[src/rtl/branch_checkpoint_queue_if.sv]
`default_nettype none
// ============================================================================
// branch_checkpoint_queue_if : alloc/resolve/update/recover bundle for the queue
// Rev 1.0
// ============================================================================
interface branch_checkpoint_queue_if #(
  parameter int TAG_W  = 3,
  parameter int HIST_W = 11,
  parameter int RAS_W  = 5
);
  logic              alloc_valid_i;
  logic              alloc_ready_o;
  logic [31:0]       alloc_pc_i;
  logic              alloc_pred_taken_i;
  logic [31:0]       alloc_pred_target_i;
  logic              alloc_target_valid_i;
  logic [HIST_W-1:0] alloc_history_i;
  logic [RAS_W-1:0]  alloc_ras_tos_i;
  logic              alloc_is_branch_i;
  logic              alloc_is_call_i;
  logic              alloc_is_return_i;
  logic [TAG_W-1:0]  alloc_tag_o;

  logic              resolve_valid_i;
  logic [TAG_W-1:0]  resolve_tag_i;
  logic              resolve_taken_i;
  logic [31:0]       resolve_target_i;

  logic              update_valid_o;
  logic [31:0]       update_pc_o;
  logic              update_taken_o;
  logic [31:0]       update_target_o;
  logic              update_is_branch_o;
  logic              update_is_call_o;
  logic              update_is_return_o;
  logic [HIST_W-1:0] update_history_o;

  logic              mispredict_o;
  logic [HIST_W-1:0] recover_history_o;
  logic [RAS_W-1:0]  recover_ras_tos_o;
  logic [31:0]       redirect_pc_o;
  logic [TAG_W:0]    count_o;

  modport slave (
    input  alloc_valid_i, alloc_pc_i, alloc_pred_taken_i, alloc_pred_target_i,
           alloc_target_valid_i, alloc_history_i, alloc_ras_tos_i,
           alloc_is_branch_i, alloc_is_call_i, alloc_is_return_i,
           resolve_valid_i, resolve_tag_i, resolve_taken_i, resolve_target_i,
    output alloc_ready_o, alloc_tag_o,
           update_valid_o, update_pc_o, update_taken_o, update_target_o,
           update_is_branch_o, update_is_call_o, update_is_return_o, update_history_o,
           mispredict_o, recover_history_o, recover_ras_tos_o, redirect_pc_o, count_o
  );

  modport master (
    output alloc_valid_i, alloc_pc_i, alloc_pred_taken_i, alloc_pred_target_i,
           alloc_target_valid_i, alloc_history_i, alloc_ras_tos_i,
           alloc_is_branch_i, alloc_is_call_i, alloc_is_return_i,
           resolve_valid_i, resolve_tag_i, resolve_taken_i, resolve_target_i,
    input  alloc_ready_o, alloc_tag_o,
           update_valid_o, update_pc_o, update_taken_o, update_target_o,
           update_is_branch_o, update_is_call_o, update_is_return_o, update_history_o,
           mispredict_o, recover_history_o, recover_ras_tos_o, redirect_pc_o, count_o
  );
endinterface
`default_nettype wire

[src/rtl/branch_checkpoint_queue.sv]
`default_nettype none
// ============================================================================
// branch_checkpoint_queue : in-order branch checkpoint queue, out-of-order resolve
// Rev 1.0
// ============================================================================
module branch_checkpoint_queue #(
  parameter int DEPTH  = 8,
  parameter int TAG_W  = 3,
  parameter int HIST_W = 11,
  parameter int RAS_W  = 5
) (
  input  wire logic                clk,
  input  wire logic                rst,
  input  wire logic                flush_i,
  branch_checkpoint_queue_if.slave bus
);

  typedef logic [TAG_W:0]   ptr_t;
  typedef logic [TAG_W-1:0] idx_t;

  logic [DEPTH-1:0]  valid_q, valid_d, resolved_q, resolved_d;
  ptr_t              head_q, head_d, tail_q, tail_d;

  logic [31:0]       pc_q          [DEPTH];
  logic [31:0]       pred_target_q [DEPTH];
  logic [31:0]       act_target_q  [DEPTH];
  logic [HIST_W-1:0] history_q     [DEPTH];
  logic [RAS_W-1:0]  ras_tos_q     [DEPTH];
  logic [DEPTH-1:0]  pred_taken_q, target_valid_q, act_taken_q;
  logic [DEPTH-1:0]  is_branch_q, is_call_q, is_return_q;

  logic              mispredict_q;
  logic [HIST_W-1:0] recover_history_q;
  logic [RAS_W-1:0]  recover_ras_tos_q;
  logic [31:0]       redirect_pc_q;
  logic              update_valid_q;
  logic [31:0]       update_pc_q, update_target_q;
  logic              update_taken_q, update_is_branch_q, update_is_call_q, update_is_return_q;
  logic [HIST_W-1:0] update_history_q;

  idx_t w_head_idx, w_tail_idx, w_res_tag, w_res_off;
  logic w_full, w_alloc_ready, w_alloc_fire, w_res_hit, w_mp_cond, w_mp_fire, w_retire;
  ptr_t w_mp_tail;

  assign w_head_idx    = head_q[TAG_W-1:0];
  assign w_tail_idx    = tail_q[TAG_W-1:0];
  assign w_res_tag     = bus.resolve_tag_i;
  assign w_full        = (w_head_idx == w_tail_idx) && (head_q[TAG_W] != tail_q[TAG_W]);
  assign w_alloc_ready = !w_full && !mispredict_q;

  assign w_res_hit = bus.resolve_valid_i && valid_q[w_res_tag] && !resolved_q[w_res_tag] && !flush_i;
  assign w_mp_cond = (bus.resolve_taken_i != pred_taken_q[w_res_tag]) ||
                     (bus.resolve_taken_i && (!target_valid_q[w_res_tag] ||
                      (bus.resolve_target_i != pred_target_q[w_res_tag])));
  assign w_mp_fire = w_res_hit && w_mp_cond;

  // An alloc racing a mispredict belongs to the wrong path and is dropped.
  assign w_alloc_fire = bus.alloc_valid_i && w_alloc_ready && !w_mp_fire && !flush_i;
  // Retire never lands in the same output cycle as a recovery pulse.
  assign w_retire = valid_q[w_head_idx] && resolved_q[w_head_idx] &&
                    !mispredict_q && !w_mp_fire && !flush_i;

  // Age of the resolving entry relative to head; the tail is rebuilt just past it.
  assign w_res_off = w_res_tag - w_head_idx;
  assign w_mp_tail = head_q + {1'b0, w_res_off} + ptr_t'(1);

  always_comb begin
    valid_d    = valid_q;
    resolved_d = resolved_q;
    head_d     = head_q;
    tail_d     = tail_q;
    if (w_retire) begin
      valid_d[w_head_idx]    = 1'b0;
      resolved_d[w_head_idx] = 1'b0;
      head_d                 = head_q + ptr_t'(1);
    end
    if (w_res_hit) begin
      resolved_d[w_res_tag] = 1'b1;
    end
    if (w_mp_fire) begin
      for (int i = 0; i < DEPTH; i++) begin
        if ((idx_t'(i) - w_head_idx) > w_res_off) begin
          valid_d[i]    = 1'b0;
          resolved_d[i] = 1'b0;
        end
      end
      tail_d = w_mp_tail;
    end else if (w_alloc_fire) begin
      valid_d[w_tail_idx]    = 1'b1;
      resolved_d[w_tail_idx] = 1'b0;
      tail_d                 = tail_q + ptr_t'(1);
    end
    if (flush_i) begin
      valid_d    = '0;
      resolved_d = '0;
      head_d     = '0;
      tail_d     = '0;
    end
  end

  always_ff @(posedge clk) begin
    if (w_alloc_fire) begin
      pc_q[w_tail_idx]           <= bus.alloc_pc_i;
      pred_taken_q[w_tail_idx]   <= bus.alloc_pred_taken_i;
      pred_target_q[w_tail_idx]  <= bus.alloc_pred_target_i;
      target_valid_q[w_tail_idx] <= bus.alloc_target_valid_i;
      history_q[w_tail_idx]      <= bus.alloc_history_i;
      ras_tos_q[w_tail_idx]      <= bus.alloc_ras_tos_i;
      is_branch_q[w_tail_idx]    <= bus.alloc_is_branch_i;
      is_call_q[w_tail_idx]      <= bus.alloc_is_call_i;
      is_return_q[w_tail_idx]    <= bus.alloc_is_return_i;
    end
    if (w_res_hit) begin
      act_taken_q[w_res_tag]  <= bus.resolve_taken_i;
      act_target_q[w_res_tag] <= bus.resolve_target_i;
    end
  end

  always_ff @(posedge clk) begin
    if (rst) begin
      valid_q            <= '0;
      resolved_q         <= '0;
      head_q             <= '0;
      tail_q             <= '0;
      mispredict_q       <= 1'b0;
      recover_history_q  <= '0;
      recover_ras_tos_q  <= '0;
      redirect_pc_q      <= '0;
      update_valid_q     <= 1'b0;
      update_pc_q        <= '0;
      update_taken_q     <= 1'b0;
      update_target_q    <= '0;
      update_is_branch_q <= 1'b0;
      update_is_call_q   <= 1'b0;
      update_is_return_q <= 1'b0;
      update_history_q   <= '0;
    end else begin
      valid_q        <= valid_d;
      resolved_q     <= resolved_d;
      head_q         <= head_d;
      tail_q         <= tail_d;
      mispredict_q   <= w_mp_fire;
      update_valid_q <= w_retire;
      if (w_mp_fire) begin
        recover_history_q <= history_q[w_res_tag];
        recover_ras_tos_q <= ras_tos_q[w_res_tag];
        redirect_pc_q     <= bus.resolve_taken_i ? bus.resolve_target_i
                                                 : (pc_q[w_res_tag] + 32'd4);
      end
      if (w_retire) begin
        update_pc_q        <= pc_q[w_head_idx];
        update_taken_q     <= act_taken_q[w_head_idx];
        update_target_q    <= act_target_q[w_head_idx];
        update_is_branch_q <= is_branch_q[w_head_idx];
        update_is_call_q   <= is_call_q[w_head_idx];
        update_is_return_q <= is_return_q[w_head_idx];
        update_history_q   <= history_q[w_head_idx];
      end
    end
  end

  assign bus.alloc_ready_o      = w_alloc_ready;
  assign bus.alloc_tag_o        = w_tail_idx;
  assign bus.count_o            = tail_q - head_q;
  assign bus.mispredict_o       = mispredict_q;
  assign bus.recover_history_o  = recover_history_q;
  assign bus.recover_ras_tos_o  = recover_ras_tos_q;
  assign bus.redirect_pc_o      = redirect_pc_q;
  assign bus.update_valid_o     = update_valid_q;
  assign bus.update_pc_o        = update_pc_q;
  assign bus.update_taken_o     = update_taken_q;
  assign bus.update_target_o    = update_target_q;
  assign bus.update_is_branch_o = update_is_branch_q;
  assign bus.update_is_call_o   = update_is_call_q;
  assign bus.update_is_return_o = update_is_return_q;
  assign bus.update_history_o   = update_history_q;

endmodule
`default_nettype wire

[src/flat_wrapper.sv]
// flat-port wrapper written by rule: the top's interface ports become plain ports
module branch_checkpoint_queue_flat 
#(
  parameter int DEPTH  = 8,
  parameter int TAG_W  = 3,
  parameter int HIST_W = 11,
  parameter int RAS_W  = 5
)
  (clk, rst, flush_i, bus_alloc_valid_i, bus_alloc_pc_i, bus_alloc_pred_taken_i, bus_alloc_pred_target_i, bus_alloc_target_valid_i, bus_alloc_history_i, bus_alloc_ras_tos_i, bus_alloc_is_branch_i, bus_alloc_is_call_i, bus_alloc_is_return_i, bus_resolve_valid_i, bus_resolve_tag_i, bus_resolve_taken_i, bus_resolve_target_i, bus_alloc_ready_o, bus_alloc_tag_o, bus_update_valid_o, bus_update_pc_o, bus_update_taken_o, bus_update_target_o, bus_update_is_branch_o, bus_update_is_call_o, bus_update_is_return_o, bus_update_history_o, bus_mispredict_o, bus_recover_history_o, bus_recover_ras_tos_o, bus_redirect_pc_o, bus_count_o);
  branch_checkpoint_queue_if #(.TAG_W(TAG_W), .HIST_W(HIST_W), .RAS_W(RAS_W)) bus_i ();
  input  wire logic clk;
  input  wire logic rst;
  input  wire logic flush_i;
  input wire logic [$bits(bus_i.alloc_valid_i)-1:0] bus_alloc_valid_i;
  input wire logic [$bits(bus_i.alloc_pc_i)-1:0] bus_alloc_pc_i;
  input wire logic [$bits(bus_i.alloc_pred_taken_i)-1:0] bus_alloc_pred_taken_i;
  input wire logic [$bits(bus_i.alloc_pred_target_i)-1:0] bus_alloc_pred_target_i;
  input wire logic [$bits(bus_i.alloc_target_valid_i)-1:0] bus_alloc_target_valid_i;
  input wire logic [$bits(bus_i.alloc_history_i)-1:0] bus_alloc_history_i;
  input wire logic [$bits(bus_i.alloc_ras_tos_i)-1:0] bus_alloc_ras_tos_i;
  input wire logic [$bits(bus_i.alloc_is_branch_i)-1:0] bus_alloc_is_branch_i;
  input wire logic [$bits(bus_i.alloc_is_call_i)-1:0] bus_alloc_is_call_i;
  input wire logic [$bits(bus_i.alloc_is_return_i)-1:0] bus_alloc_is_return_i;
  input wire logic [$bits(bus_i.resolve_valid_i)-1:0] bus_resolve_valid_i;
  input wire logic [$bits(bus_i.resolve_tag_i)-1:0] bus_resolve_tag_i;
  input wire logic [$bits(bus_i.resolve_taken_i)-1:0] bus_resolve_taken_i;
  input wire logic [$bits(bus_i.resolve_target_i)-1:0] bus_resolve_target_i;
  output wire logic [$bits(bus_i.alloc_ready_o)-1:0] bus_alloc_ready_o;
  output wire logic [$bits(bus_i.alloc_tag_o)-1:0] bus_alloc_tag_o;
  output wire logic [$bits(bus_i.update_valid_o)-1:0] bus_update_valid_o;
  output wire logic [$bits(bus_i.update_pc_o)-1:0] bus_update_pc_o;
  output wire logic [$bits(bus_i.update_taken_o)-1:0] bus_update_taken_o;
  output wire logic [$bits(bus_i.update_target_o)-1:0] bus_update_target_o;
  output wire logic [$bits(bus_i.update_is_branch_o)-1:0] bus_update_is_branch_o;
  output wire logic [$bits(bus_i.update_is_call_o)-1:0] bus_update_is_call_o;
  output wire logic [$bits(bus_i.update_is_return_o)-1:0] bus_update_is_return_o;
  output wire logic [$bits(bus_i.update_history_o)-1:0] bus_update_history_o;
  output wire logic [$bits(bus_i.mispredict_o)-1:0] bus_mispredict_o;
  output wire logic [$bits(bus_i.recover_history_o)-1:0] bus_recover_history_o;
  output wire logic [$bits(bus_i.recover_ras_tos_o)-1:0] bus_recover_ras_tos_o;
  output wire logic [$bits(bus_i.redirect_pc_o)-1:0] bus_redirect_pc_o;
  output wire logic [$bits(bus_i.count_o)-1:0] bus_count_o;
  assign bus_i.alloc_valid_i = bus_alloc_valid_i;
  assign bus_i.alloc_pc_i = bus_alloc_pc_i;
  assign bus_i.alloc_pred_taken_i = bus_alloc_pred_taken_i;
  assign bus_i.alloc_pred_target_i = bus_alloc_pred_target_i;
  assign bus_i.alloc_target_valid_i = bus_alloc_target_valid_i;
  assign bus_i.alloc_history_i = bus_alloc_history_i;
  assign bus_i.alloc_ras_tos_i = bus_alloc_ras_tos_i;
  assign bus_i.alloc_is_branch_i = bus_alloc_is_branch_i;
  assign bus_i.alloc_is_call_i = bus_alloc_is_call_i;
  assign bus_i.alloc_is_return_i = bus_alloc_is_return_i;
  assign bus_i.resolve_valid_i = bus_resolve_valid_i;
  assign bus_i.resolve_tag_i = bus_resolve_tag_i;
  assign bus_i.resolve_taken_i = bus_resolve_taken_i;
  assign bus_i.resolve_target_i = bus_resolve_target_i;
  assign bus_alloc_ready_o = bus_i.alloc_ready_o;
  assign bus_alloc_tag_o = bus_i.alloc_tag_o;
  assign bus_update_valid_o = bus_i.update_valid_o;
  assign bus_update_pc_o = bus_i.update_pc_o;
  assign bus_update_taken_o = bus_i.update_taken_o;
  assign bus_update_target_o = bus_i.update_target_o;
  assign bus_update_is_branch_o = bus_i.update_is_branch_o;
  assign bus_update_is_call_o = bus_i.update_is_call_o;
  assign bus_update_is_return_o = bus_i.update_is_return_o;
  assign bus_update_history_o = bus_i.update_history_o;
  assign bus_mispredict_o = bus_i.mispredict_o;
  assign bus_recover_history_o = bus_i.recover_history_o;
  assign bus_recover_ras_tos_o = bus_i.recover_ras_tos_o;
  assign bus_redirect_pc_o = bus_i.redirect_pc_o;
  assign bus_count_o = bus_i.count_o;
  branch_checkpoint_queue #(.DEPTH(DEPTH), .TAG_W(TAG_W), .HIST_W(HIST_W), .RAS_W(RAS_W)) u_core (.clk(clk), .rst(rst), .flush_i(flush_i), .bus(bus_i));
endmodule
[config.mk]
export PLATFORM = sky130hd
export DESIGN_NAME = branch_checkpoint_queue_flat
export DESIGN_NICKNAME = d
export VERILOG_FILES = /design/src/rtl/branch_checkpoint_queue_if.sv /design/src/rtl/branch_checkpoint_queue.sv /design/src/flat_wrapper.sv
export SDC_FILE = /design/constraint.sdc
export NUM_CORES = 1
export LEC_CHECK = 0
export BUFFER_PORTS_ARGS = -buffer_cell sky130_fd_sc_hd__buf_2
export CAP_MARGIN = 20
export CORE_UTILIZATION = 35
export CTS_CLUSTER_SIZE = 25
export DETAILED_ROUTE_END_ITERATION = 10
export PLACE_DENSITY = 0.57
export SLEW_MARGIN = 20
export SYNTH_ARGS = -nofsm -noshare
export SYNTH_HDL_FRONTEND = slang
export SYNTH_SLANG_ARGS = --single-unit
[constraint.sdc]
create_clock -name clk -period 9.02 [get_ports clk]
set_input_delay 0.451 -clock clk [delete_from_list [all_inputs] [get_ports clk]]
set_output_delay 0.451 -clock clk [all_outputs]
set_load 0.1 [all_outputs]
-- Word level (Yosys, flattened, before mapping)
Memories as Yosys holds them, arrays and structs flattened. A register that Yosys moved wholly into a read port is not among the register bits.
Cells that the tools add are included.
W data, S select, Z words.
- equal/unequal tests: 4
- reductions and logical operators: 27
- divide/modulo/power cells: 0
- $add $sub $neg: 15
- mux-type cells: 62
- bitwise logic cells: 7
- $mul: 0
- shift-type cells: 0
- magnitude comparators: 14
- operator list (kind ; number):
    $mux W8 ; 7
    $bwmux W8 ; 6
    $mux W1 ; 33
    $add A32 B3 Y32 const B ; 1
    $mux W32 ; 1
    $ne A32 B32 Y1 ; 1
    $bmux W1 S3 ; 10
    $and A8 B8 Y8 ; 3
    $gt A3 B3 Y1 ; 8
    $logic_and A1 B1 Y1 ; 17
    $not A8 Y8 ; 2
    $or A8 B8 Y8 ; 2
    $add A4 B1 Y4 const B ; 3
    $lt A3 B4 Y1 const B ; 3
    $sub A3 B3 Y3 const A ; 4
    $demux W1 S3 ; 3
    $ge A3 B1 Y1 const B ; 3
    $mux W4 ; 2
    $logic_not A1 Y1 ; 6
    $sub A1 B3 Y3 const A ; 2
    $sub A2 B3 Y3 const A ; 2
    $add A4 B3 Y4 ; 1
    $sub A4 B4 Y4 ; 1
    $eq A3 B3 Y1 ; 1
    other kinds (5) ; 7
- latch bits: 0
- memories kept: 5
- word-level logic and storage cells: 151
- ROM bits: 0
- output and inout bits: 137
- input bits: 126
- memory bits (writable): 896
- flip-flop bits (word level): 110
- memories (memory ; depth ; width ; rd ports ; clocked after Yosys merged registers in ; write ports ; line ; text):
    u_core.act_target_q ; 8 ; 32 ; 1 ; 1 ; 1 ; branch_checkpoint_queue.sv:26 ; logic [31:0] act_target_q [DEPTH];
    u_core.pc_q ; 8 ; 32 ; 2 ; 1 ; 1 ; branch_checkpoint_queue.sv:24 ; logic [31:0] pc_q [DEPTH];
    u_core.pred_target_q ; 8 ; 32 ; 1 ; 0 ; 1 ; branch_checkpoint_queue.sv:25 ; logic [31:0] pred_target_q [DEPTH];
    u_core.history_q ; 8 ; 11 ; 2 ; 2 ; 1 ; branch_checkpoint_queue.sv:27 ; logic [HIST_W-1:0] history_q [DEPTH];
    u_core.ras_tos_q ; 8 ; 5 ; 1 ; 1 ; 1 ; branch_checkpoint_queue.sv:28 ; logic [RAS_W-1:0] ras_tos_q [DEPTH];

-- Depth between registers and ports, before layout
Gate-level depths: netlist (run 1).
- word-level depth: 16
- mapped depth: 17
- gate-level depth less buffers: 12

-- Worst setup path before layout (run 1)
OpenSTA, ideal clock, no wires.
- kind: input-to-reg
- start point: input bus_resolve_tag_i[1]
- end point: memory u_core.history_q[5][0], enable pin
- cell stages on the path: 13
- path slack: 2164 ps
- data arrival time: 6327 ps
- path buffers: 4
- required time: 8491 ps
- path through: buf_6 -> buf_8 -> buf_6 -> or2b_1 -> nor2_1 -> a22oi_2 -> xnor2_1 -> nor4_1 -> nand4_1 -> o31a_1 -> buf_4 -> nand2b_1 -> nor2_1
- cells in the longest elaborated chain, start to end: 12
- elaborated cells between the ends (all ways): 25
- those cells by class: eq/ne: 2; mux: 10; reduce/logical: 12; memory: 1
- RTL lines (what ; line ; text):
    start: declaration ; flat_wrapper.sv:25 ; input wire logic [$bits(bus_i.resolve_tag_i)-1:0] bus_resolve_tag_i;
    parallel branches: the longest is 6 deep, another holds $mem_v2 Z8 W32 ; -- ;
    $logic_and A1 B1 Y1 * ; branch_checkpoint_queue.sv:55 ; assign w_mp_fire = w_res_hit && w_mp_cond;
    $logic_not A1 Y1 * ; branch_checkpoint_queue.sv:58 ; assign w_alloc_fire = bus.alloc_valid_i && w_alloc_ready && !w_mp_fire && !flush_i;
    $logic_and A1 B1 Y1 * (2 in series) ; branch_checkpoint_queue.sv:58 ;
    $mux W1 * ; branch_checkpoint_queue.sv:102 ; if (w_alloc_fire) begin
    $mux W1 (implied by the code) * ; branch_checkpoint_queue.sv:107 ; history_q[w_tail_idx] <= bus.alloc_history_i;
    end: declaration ; branch_checkpoint_queue.sv:27 ;
Mark *: on every way between the ends. The select of a mux whose other input is x is not followed.

-- Worst setup path in the final report (run 1)
- start point: input bus_resolve_tag_i[2]
- end point: memory u_core.pred_target_q[1][13], enable pin
- cells in the longest elaborated chain, start to end: 12
- elaborated cells between the ends (all ways): 25
- those cells by class: eq/ne: 2; mux: 10; reduce/logical: 12; memory: 1
- RTL lines (what ; line ; text):
    parallel branches: the longest is 6 deep, another holds $mem_v2 Z8 W32 ; -- ;
    $logic_and A1 B1 Y1 * ; branch_checkpoint_queue.sv:55 ;
    $logic_not A1 Y1 * ; branch_checkpoint_queue.sv:58 ;
    $logic_and A1 B1 Y1 * (2 in series) ; branch_checkpoint_queue.sv:58 ;
    $mux W1 * ; branch_checkpoint_queue.sv:102 ;
    $mux W1 (implied by the code) * ; branch_checkpoint_queue.sv:105 ; pred_target_q[w_tail_idx] <= bus.alloc_pred_target_i;
    end: declaration ; branch_checkpoint_queue.sv:25 ;
Marked as above.

==> results of run 1 <==
-- worst max path at each step --
| stage | end | slack [ns] | cells past startpoint | startpoint |
|---|---|---|---|---|
| after floorplan | u_core.history_q[5][0] | 2.16 | 13 | bus_resolve_tag_i[1] |
| after global placement | u_core.pred_target_q[1][15] | 2.76 | 12 | bus_resolve_tag_i[2] |
| after detailed placement | u_core.pred_target_q[1][15] | 2.68 | 12 | bus_resolve_tag_i[2] |
| after CTS | u_core.pred_target_q[1][13] | 3.42 | 12 | bus_resolve_tag_i[2] |
| after global routing | u_core.pred_target_q[1][13] | 3.10 | 12 | bus_resolve_tag_i[2] |
| final | u_core.pred_target_q[1][13] | 3.37 | 12 | bus_resolve_tag_i[2] |
-- where the power goes --
part | leakage (nW) | internal [mW] | switching [mW]
Sequential | 9.75 | 5.53 | 0.00941
Combinational | 6.17 | 0.181 | 0.356
Clock | 1.85 | 2.73 | 2.02
-- logic make-up (layout without fill, tap and decap cells) --
kind of cell	after synthesis	count (layout)	synth area share, %
other	0	13	0
xor gates and xnor gates	66	66	1.25
adders and majority gates	32	32	0.916
AOI/OAI and AO/OA	390	390	6.78
muxes	381	381	14.7
buffers and inverters	222	635	2.46
and+or+nand+nor	582	582	5.85
DFF	1097	1097	68.1
-- state kept, by name, summed over array words and instances (netlist names), 11 cells and up --
name and count:
u_core.act_target_q 256, u_core.bus.recover_history_o 11, u_core.bus.redirect_pc_o 32, u_core.bus.update_history_o 11
u_core.bus.update_pc_o 32, u_core.bus.update_target_o 32, u_core.history_q 88, u_core.pc_q 256
u_core.pred_target_q 256, u_core.ras_tos_q 40
-- metrics by stage --
step / hold slack [ns] / std cells
after global routing: 0.0279 / 4931
after CTS: 0.00211 / 4925
final: 0.0260 / 4938
after floorplan: 0.459 / 2770
after detailed placement: 0.464 / 4650
after global placement: 0.465 / 4650
-- what timing repair did --
| item | 4_1_cts | 5_1_grt |
|---|---|---|
| gates resized for setup | 0 | 0 |
| hold buffers | 62 | 0 |
| hold endpoints to repair | 449 | 0 |
-- cells in the mapped netlist (all sizes together), types with 30 or more instances --
library cell  count  area share, %
edfxtp          944             61
nand2           243            2.0
mux4            233             11
nor2            173            1.5
dfxtp           153            6.6
buf             112            1.6
mux2i           112            2.4
a311oi           92            2.0
clkbuf           78           0.63
a21oi            55           0.60
xnor2            49           0.93
mux2             36           0.88
nand3            33           0.36
inv              32           0.26
a221oi           31           0.59
a211oi           30           0.50
a22oi            30           0.51
o21ai            30           0.33
-- layout make-up --
| class | instances | area, um^2 | share of cell area (%) |
|---|---|---|---|
| clock inverters | 74 | 766 | 1.42 |
| clock buffers | 139 | 3020 | 5.62 |
| flip-flops and latches | 1097 | 31400 | 58.4 |
| diodes | 13 | 32.5 | 0.0605 |
| multi-input cells | 1451 | 13700 | 25.5 |
| inverters | 32 | 123 | 0.228 |
| repair buffers | 390 | 2560 | 4.76 |
| well taps | 1742 | 2180 | 4.05 |
-- metal layers --
metal	global-route usage [%]	vias up	wire length (um)
li1	-	11755	-
met1	29.3	14499	60400
met2	32.7	1223	65500
met3	4.79	209	12600
met4	5.54	24	3110
met5	0	-	135
-- worst register-to-register path, stage by stage (launching register included) --
cell	delay, ns
edfxtp_1	0.38
mux4_2	0.51
a21oi_1	0.22
xnor2_1	0.09
nor4_1	0.52
nand4_1	0.32
o31a_2	0.76
or2_1	0.51
nor2_4	0.65
buf_4	0.63
==> results_dict.tcl, run 1 <==
set metrics [dict create \
    status "completed" \
    routabilityCongestion 0.861 \
    place_ws_ns 2.68 \
    first_pass_iters 7 \
    io_buffer_count 262 \
    worstPathRequired_ns 9.36 \
    slowest_delay_ns 0.76 \
    synth-edff-count 944 \
    cts_buffers 112 \
    grt_usage_pct 20.9 \
    synth.avg_cell_area_um2 16.7 \
    routed_wl_mm 142 \
    hold_viol 0 \
    die_x_um 365 \
    via_per_inst 5.61 \
    ys_warn_count 0 \
    drt_iter0_markers 2935 \
    grt_pass1_wl_mm 200 \
    path_max_fanout 96 \
    clkLatencyLatePin_ns 0.74 \
    ys_ff_latch 1097 \
    rrSetupSlack_ns 4.00 \
    fp.dieH_um 365 \
    ant_nets 0 \
    power_mw 10.8 \
    fin_util_pct 41.3 \
    drc 0 \
    cts_tree "built" \
    n_fill_cell 11827 \
    stdcell_area_mm2 0.0538 \
    synthDistinctLibCells 88 \
    rsz0062_at_grt "false" \
    dpl.hpwl_mm 88.3 \
    min_period_ns 5.65 \
    ioPinCount 263 \
    fin_crit_sh_pct 62.6 \
    avgRoutedWirePerCell_um 28.7 \
    relSlewSlack_pct 32.5 \
    drive_gt1_share_pct 26.8 \
    slew_viol_final 0 \
    final_common_cell "edfxtp_1" \
    worstPathCellList "buf_8, buf_4, mux2_2, o22ai_1, a221oi_1, xor2_1, nor4_1, nand4_1, o31a_2, or2_1, nor2_4, buf_4" \
    layout.nets 3242 \
    grt_overflow 0 \
    cp-start-kind "input pin" \
    fmax_ghz 0.177 \
    critPathCaptureType "flop" \
    tightest_slew_ns 0.985 \
    htreeDepth 3 \
    max-vdd-ir-drop_mv 0.152 \
    grt_max_degree 120 \
    cts-root-buf "clkbuf_16" \
    setup_viol 0 \
    fin_skew_ns 0.0602 \
    grt_pass1_vias 26676 \
    layout_common_cells "edfxtp_1 (944), buf_2 (258), nand2_1 (243), mux4_2 (233), dfxtp_1 (150)" \
    finalSetupTns_ns 0 \
    critical_path_class "in2reg" \
    vias 27710 \
    layout_setup_ws_ns 3.37 \
    arrival_ns 5.99 \
    syn_area_mm2 0.0461 \
    initial_core_util_pct 35.5 \
    min_to "u_core.pred_target_q[1][19]" \
    hold_path.class "in2reg" \
    critPathBufInv 3 \
    syn_to_final_growth_pct 16.6 \
    crit_top_cell "buf_4" \
    num_rows 132 \
    power_density_mw_per_mm2 201 \
    reg2reg_depth 9 \
    core_mm2 0.130 \
    cts_buffer_depth 3 \
    hold_depth 1 \
    regToRegStartpoint "u_core.pred_target_q[1][5]" \
    r2r_end "u_core.pred_target_q[1][13]" \
    clk_pin_slew_ns 0.06 \
    place_area_mm2 0.0494 \
    async_reset_ff_share_pct 0 \
    yosysSeqAreaShare_pct 68.1 \
    clock-sinks 1097 \
    drv_cap 0 \
    cts_setup_buffers 0 \
    dieArea_mm2 0.133 \
    cp_top_family "simple AND/OR/NAND/NOR gates" \
    antenna_found_initial 29 \
    min_from "bus_alloc_pred_target_i[19]" \
    critPathSlowestCell "o31a_2" \
    synthFlopType "edfxtp_1" \
    synth_nets 2928 \
    syn_inst 2770 \
    p_leak_nw 17.8 \
]
Power figures use the tool's default switching activity.
==> run 2: changes to the inputs <==
- clock period: 9.02 -> 5.4 ns (I/O delays scaled with it)
==> run 2 against run 1 <==
Net effect:
- combinational power up 80%
- wire length grew 0.65%
- sequential share of layout area is 0.95 points lower
- clock power grew 64%
- non-clock buffer count increased by 83
- count of clock-buffer cells in the layout stayed put
- sequential power rose by 67%
- register-to-register slack worse by 2.8 ns
- largest power group unchanged
- first-iteration DRC count is 6.6% higher
- core utilization grew 0.68 points
- largest cell class unchanged
- critical path type unchanged
- clock skew decreased by 0.0079 ns
- flip-flop and latch count unchanged
==> results_dict.tcl, run 2 (synthesis gave the netlist of run 1 again) <==
set metrics [dict create \
    drive_gt1_share_pct 26.7 \
    routabilityCongestion 0.871 \
    drv_cap 0 \
    avgRoutedWirePerCell_um 28.5 \
    grt_pass1_vias 27284 \
    max-vdd-ir-drop_mv 0.315 \
    grt_usage_pct 21.1 \
    syn_to_final_growth_pct 18.5 \
    cts_buffer_depth 3 \
    setup_viol 0 \
    cts-root-buf "clkbuf_16" \
    fin_util_pct 42.0 \
    critical_path_class "in2reg" \
    dpl.hpwl_mm 90.3 \
    hold_viol 0 \
    relSlewSlack_pct 27.2 \
    hold_depth 1 \
    hold_ws_ns 0.0420 \
    fmax_ghz 0.234 \
    htreeDepth 3 \
    fp.dieH_um 365 \
    ant_nets 0 \
    tightest_slew_ns 1.07 \
    path_max_fanout 49 \
    fin_skew_ns 0.0523 \
    critPathCaptureType "flop" \
    cts_buffers 112 \
    worstPathRequired_ns 5.81 \
    die_x_um 365 \
    antenna_found_initial 19 \
    reg2reg_depth 9 \
    grt_max_degree 116 \
    first_pass_iters 5 \
    grt_overflow 0 \
    final_common_cell "edfxtp_1" \
    drc 0 \
    grt_pass1_wl_mm 202 \
    cts_resized 0 \
    fin_crit_sh_pct 79.1 \
    core_mm2 0.130 \
    cp-start-kind "input pin" \
    clock-sinks 1097 \
    num_rows 132 \
    dieArea_mm2 0.133 \
    clk_pin_slew_ns 0.06 \
    power_density_mw_per_mm2 330 \
    via_per_inst 5.56 \
    clkLatencyLatePin_ns 0.75 \
    min_period_ns 4.27 \
    initial_core_util_pct 35.5 \
    layout_common_cells "edfxtp_1 (944), buf_2 (258), nand2_1 (243), mux4_2 (233), dfxtp_1 (150)" \
    finalSetupTns_ns 0 \
    hold_path.class "in2reg" \
    rsz0062_at_grt "false" \
    arrival_ns 4.68 \
    ioPinCount 263 \
    io_buffer_count 262 \
    slew_viol_final 0 \
    status "completed" \
    routed_wl_mm 143 \
    vias 27867 \
    drt_iter0_markers 3128 \
    layout.nets 3325 \
    top_regs "u_core.act_target_q: 256 flops, u_core.pc_q: 256 flops, u_core.pred_target_q: 256 flops" \
    p_leak_nw 18.2 \
    cts_tree "built" \
]
[run 2: cell types whose count changed in the layout (fill, tap and decap cells not counted), moves of 3 or more]
cell           delta
clkbuf_1          +3
inv_6             -3
bufinv_16         -3
clkbuf_16         +4
buf_4            +12
dlygate4sd3_1    +55
buf_12           +16
inv_4             +5
diode_2           -5
clkbuf_8          -7
clkinv_2          -5
clkinvlp_4        -5
clkinv_4          +4
[run 2: repair_timing]
item	in CTS	in global routing
hold buffers	117	0
endpoints found under the hold margin	954	0
setup buffers	0	0
[run 2: worst max-delay path, stage by stage]
cell	delay, ns
clkbuf_8	0.43
buf_4	0.74
mux2i_1	0.26
o21ai_1	0.07
a221o_1	0.37
a211oi_2	0.68
nand2_1	0.55
nor2_4	0.76
buf_4	0.35
[run 2: metal layers]
layer / global-route usage (%) / wire length (um) / vias up
met3: 4.18 / 11700 / 204
met2: 33.5 / 66400 / 1205
li1: - / - / 11920
met5: 0 / 104 / -
met1: 29.6 / 61100 / 14522
met4: 5.49 / 3340 / 16
[run 2: report_power, final]
group	switching [mW]	internal [mW]	leakage, nW
Combinational	0.623	0.344	6.59
Sequential	0.0161	9.23	9.75
Clock	3.38	4.45	1.83
[run 2: layout make-up]
class	count	area, um^2
fillers	11753	75500
flip-flops and latches	1097	31400
multi-input cells	1451	13700
repair buffers	473	3520
clock buffers	139	3040
well taps	1742	2180
clock inverters	70	684
inverters	32	123
diodes	8	20.0
[run 2: final timing paths]
path	from	to	slack [ns]
hold / removal	bus_resolve_target_i[11]	u_core.act_target_q[4][11]	0.04
setup reg to reg	u_core.pred_target_q[0][26]	u_core.pred_target_q[0][9]	1.21
setup / recovery	bus_resolve_tag_i[1]	u_core.act_target_q[6][8]	1.13
hold reg to reg	u_core.bus.recover_ras_tos_o[4]	u_core.bus.recover_ras_tos_o[4]	0.48
[run 2: stage by stage]
stage | cell area [um^2] | power [mW] | setup WS (ns) | std cells
3_5_place_dp | 49800 | 10.3 | 0.485 | 4678
4_1_cts | 54700 | 18.2 | 1.25 | 5004
3_3_place_gp | 49800 | 10.3 | 0.447 | 4678
2_1_floorplan | 46200 | 9.89 | -1.23 | 2770
6_report | 54700 | 18.0 | 1.13 | 5012
5_1_grt | 54700 | 18.5 | 1.08 | 5007
